<file path="src/rtl/pwm_regs.sv">
// PWM timebase and duty register stage for out_logic.
// Free-running period counter, period-start set strobe, and a double-buffered duty compare value.
module pwm_regs #(
    parameter int unsigned WIDTH  = 9,
    parameter int unsigned PERIOD = 400
) (
    input  logic             clk,
    input  logic             rst,
    input  logic             en,
    input  logic [WIDTH-1:0] duty_in,
    input  logic             duty_wr,
    output logic             duty_ack,
    output logic             duty_pend,
    output logic [WIDTH-1:0] cnt_pwm,
    output logic             E,
    output logic [WIDTH-1:0] TE,
    output logic             per_end
);

    localparam logic [WIDTH-1:0] PER_MAX  = WIDTH'(PERIOD);
    localparam logic [WIDTH-1:0] CNT_LAST = WIDTH'(PERIOD - 1);

    typedef enum logic {
        IDLE = 1'b0,
        RUN  = 1'b1
    } state_t;

    state_t           state, state_nxt;
    logic [WIDTH-1:0] shadow, shadow_nxt;
    logic [WIDTH-1:0] duty_clamped;
    logic [WIDTH-1:0] cnt_nxt;
    logic [WIDTH-1:0] te_nxt;
    logic             e_nxt;
    logic             per_end_nxt;
    logic             pend_nxt;
    logic             ack_nxt;
    logic             load;

    // Duty at or above the period saturates to PERIOD, which the counter never reaches (100% on).
    assign duty_clamped = (duty_in >= PER_MAX) ? PER_MAX : duty_in;

    // State and output registers.
    always_ff @(posedge clk) begin
        if (rst) begin
            state     <= IDLE;
            shadow    <= '0;
            cnt_pwm   <= '0;
            TE        <= '0;
            E         <= 1'b0;
            per_end   <= 1'b0;
            duty_pend <= 1'b0;
            duty_ack  <= 1'b0;
        end else begin
            state     <= state_nxt;
            shadow    <= shadow_nxt;
            cnt_pwm   <= cnt_nxt;
            TE        <= te_nxt;
            E         <= e_nxt;
            per_end   <= per_end_nxt;
            duty_pend <= pend_nxt;
            duty_ack  <= ack_nxt;
        end
    end

    // Next-state and next-output logic.
    always_comb begin
        state_nxt   = state;
        shadow_nxt  = duty_wr ? duty_clamped : shadow;
        ack_nxt     = duty_wr;
        pend_nxt    = duty_pend | duty_wr;
        cnt_nxt     = '0;
        te_nxt      = '0;
        e_nxt       = 1'b0;
        per_end_nxt = 1'b0;
        load        = 1'b0;

        case (state)
            IDLE: begin
                if (en) begin
                    state_nxt = RUN;
                    load      = 1'b1;
                    te_nxt    = shadow;
                end
            end
            RUN: begin
                if (!en) begin
                    state_nxt = IDLE;
                end else if (cnt_pwm == CNT_LAST) begin
                    load   = 1'b1;
                    te_nxt = duty_pend ? shadow : TE;
                end else begin
                    cnt_nxt = cnt_pwm + WIDTH'(1);
                    te_nxt  = TE;
                end
            end
            default: state_nxt = IDLE;
        endcase

        // A write landing on a load edge only reaches the shadow; it stays pending for the next period.
        if (load) begin
            e_nxt    = (te_nxt != '0);
            pend_nxt = duty_wr;
        end

        per_end_nxt = (state_nxt == RUN) && (cnt_nxt == CNT_LAST);
    end

endmodule

</file>
<file path="config.mk">
export PLATFORM = sky130hd
export DESIGN_NAME = pwm_regs
export DESIGN_NICKNAME = d
export VERILOG_FILES = /design/src/rtl/pwm_regs.sv
export SDC_FILE = /design/constraint.sdc
export NUM_CORES = 1
export LEC_CHECK = 0
export CAP_MARGIN = 20
export CORE_AREA = 2 2 42 73
export CTS_CLUSTER_DIAMETER = 120
export DETAILED_ROUTE_END_ITERATION = 12
export DIE_AREA = 0 0 44 75
export HOLD_SLACK_MARGIN = 0.12
export PLACE_DENSITY = 0.91
export REMOVE_ABC_BUFFERS = 1
export SKIP_LAST_GASP = 1
export SYNTH_ARGS = -nofsm -noshare
export SYNTH_HDL_FRONTEND = slang
export SYNTH_SLANG_ARGS = --single-unit
</file>
<file path="constraint.sdc">
create_clock -name clk -period 2.78 [get_ports clk]
set_input_delay 0.556 -clock clk [delete_from_list [all_inputs] [get_ports clk]]
set_output_delay 0.556 -clock clk [all_outputs]
set_load 0.02 [all_outputs]
</file>
==> impl_metrics.json <==
{
  "grt_pass1_wl_um": 5440,
  "fin_hold_ws_ps": 479,
  "comb_power_share": 0.095,
  "layout_commonest_cell": "clkdlybuf4s50_1",
  "hpwl_um": 2430,
  "synth_edf_count": 0,
  "wirelength_um": 3190,
  "via_per_inst": 5.73,
  "maxSlewHeadroom": 0.659,
  "start_util": 0.496,
  "overflow": 0,
  "place_congestion": 0.861,
  "tritoncts": "yes",
  "final_nets": 197,
  "synth_compound_area_frac": 0.114,
  "crit_family": "buffers and inverters",
  "status": "completed",
  "swShare": 0.221,
  "finalHoldViolCount": 0,
  "regToRegStartpoint": "cnt_pwm[0]",
  "cts_post_setup_buffers_inserted": 0,
  "place_area_um2": 1690,
  "synth_simple_gate_area_frac": 0.232,
  "max-vdd-ir-drop_mv": 0.475,
  "drv_slew": 0,
  "antenna_found_initial": 0,
  "max_stage_delay_ps": 660,
  "drtAntennaViolNets": 0,
  "fmax_mhz": 506,
  "rr_worst_depth": 6,
  "layout_common_cells": "clkdlybuf4s50_1 (34), dfxtp_1 (32), nor2_1 (30)",
  "ys.flop_type": "dfxtp_1",
  "drive_above_1_share": 0.0656,
  "syn2layout_area_growth_pct": 33.6,
  "post_cts_resized": 0,
  "worstHoldStart": "shadow[5]",
  "final_cell_area_um2": 1780,
  "p_leak_nw": 0.652,
  "synth_mux_area_frac": 0.0825,
  "num_antenna_cells": 0,
  "cp-end-kind": "output port",
  "clock_path_buffers": 2,
  "tightest_slew_ps": 509,
  "net-switching-power_mw": 0.209,
  "synth_xor_area_frac": 0.0394,
  "synth_area_um2": 1340,
  "die_h_um": 75,
  "portBuffers": 34,
  "path_buf_inv": 1,
  "syn_area_per_cell_um2": 9.14,
  "r2r-end": "TE[1]",
  "num_vias": 1204,
  "min_period_ps": 1980,
  "crit_chain": "clkdlybuf4s50_1",
  "clk_latency_ps": 280,
  "grt_pass1_vias": 1257,
  "holdPathStages": 2,
  "ctsRootBufferMaster": "clkbuf_8",
  "ys_seq_elements": 32,
  "tns_ps": 0,
  "hold_path_end": "shadow[5]",
  "synth-adder-area-share": 0.00937,
  "clock_power_share": 0.395,
  "num-fill-cells": 217,
  "pre_cts_slack_ps": 640,
  "min_path_type": "register to register",
  "seq_area_frac_synth": 0.480,
  "row_count": 25,
  "hold_buffers": 0,
  "critPathLaunchType": "register",
  "path_class": "register to output port",
  "arrival_ps": 1420,
  "grt_max_degree": 15,
  "die-width_um": 44,
  "dr.pass1.iters": 4,
  "synth_top_family_by_area": "simple AND/OR/NAND/NOR gates",
  "ys_types": 34,
  "p_per_area_nw_per_um2": 531,
  "routedWlPerCell_um": 15.2,
  "timing.reg2reg.setup_slack_ps": 960,
  "io_pins": 35,
  "clk_pin_slew_ps": 60,
  "synthCells": 146,
  "setup_viol": 0,
  "critical_path.max_fanout": 8,
  "fin_worst_skew_ps": 4.01,
  "die_area_um2": 3300,
  "drc_errors": 0,
  "cts_buffers": 5,
  "grt_use_total": 0.226,
  "worstPathRequired_ps": 2220,
  "synthArstFlopShare": 0,
  "maxCapViolations": 0,
  "setup_ws_ps": 805,
  "core_area_um2": 2690,
  "grt_setup_unrepaired": "false",
  "pwr-share-seq": 0.511,
  "fin_crit_sh": 0.711,
  "cpMaxStageDelayCell": "clkdlybuf4s50_1",
  "cts_max_level": 2,
  "drtIter0Drc": 21,
  "cts.sinks": 32,
  "ys_warn_count": 0,
  "intPower_mw": 0.738
}
## state kept, by name, summed over array words and instances (netlist names)
name and cells:
duty_pend 1, TE 9, shadow 9, cnt_pwm 9, E 1, state 1, duty_ack 1, per_end 1
## power by group through the flow
stage / clock network [mW] / registers [mW] / logic (mW)
2_1_floorplan: 0 / 0.498 / 0.0392
3_3_place_gp: 0 / 0.493 / 0.0854
3_5_place_dp: 0 / 0.493 / 0.0893
4_1_cts: 0.380 / 0.483 / 0.0902
5_1_grt: 0.398 / 0.485 / 0.0985
6_report: 0.374 / 0.483 / 0.0895
## cell usage after synthesis, types with 2 or more instances
cell type	n	area share
nor2_1	30	0.084
clkbuf_1	3	0.0084
dfxtp_1	32	0.48
a22oi_1	5	0.028
a21oi_1	4	0.015
nand2b_1	2	0.0094
xnor2_1	3	0.020
nor3_1	4	0.015
xor2_1	3	0.020
inv_1	7	0.020
nor4_1	5	0.023
mux2i_1	11	0.082
nand2_1	9	0.025
nand3_1	8	0.030
## area by class of cell
class | instances | area [µm²] | share of cell area
flip-flops and latches | 32 | 641 | 0.359
multi-input cells | 102 | 638 | 0.358
repair buffers | 35 | 348 | 0.195
clock buffers | 7 | 96.3 | 0.0540
well taps | 27 | 33.8 | 0.0189
inverters | 7 | 26.3 | 0.0147
## worst max path at each step
stage                           from         end  slack [ps]  cells past startpoint
after global routing      cnt_pwm[7]  cnt_pwm[7]         750                      1
after CTS                 cnt_pwm[3]  cnt_pwm[3]         790                      1
after global placement           rst     per_end         700                      4
final                     cnt_pwm[3]  cnt_pwm[3]         800                      1
after detailed placement         rst     per_end         640                      4
after floorplan           cnt_pwm[0]           E         480                      5
## per-stage QoR
step	std cells	util	total power, mW
2_1_floorplan	141	-	0.537
3_3_place_gp	203	0.627	0.578
3_5_place_dp	203	0.627	0.582
4_1_cts	210	0.663	0.953
5_1_grt	210	0.663	0.981
6_report	210	0.663	0.947
## cells by family after synthesis
kind of cell               Yosys count
adders and majority gates            1
DFF                                 32
muxes                               11
buffers and inverters               12
and+or+nand+nor                     64
AOI/OAI and AO/OA                   20
xor gates and xnor gates             6
## metal layers
layer,vias to the layer above,global-route usage,part of all wire
li1,586,-,-
met1,571,0.210,0.36
met2,40,0.433,0.57
met3,7,0.0480,0.042
met4,0,0.128,0.026
met5,-,0,0
No activity file was read; power rests on OpenSTA's default activity.
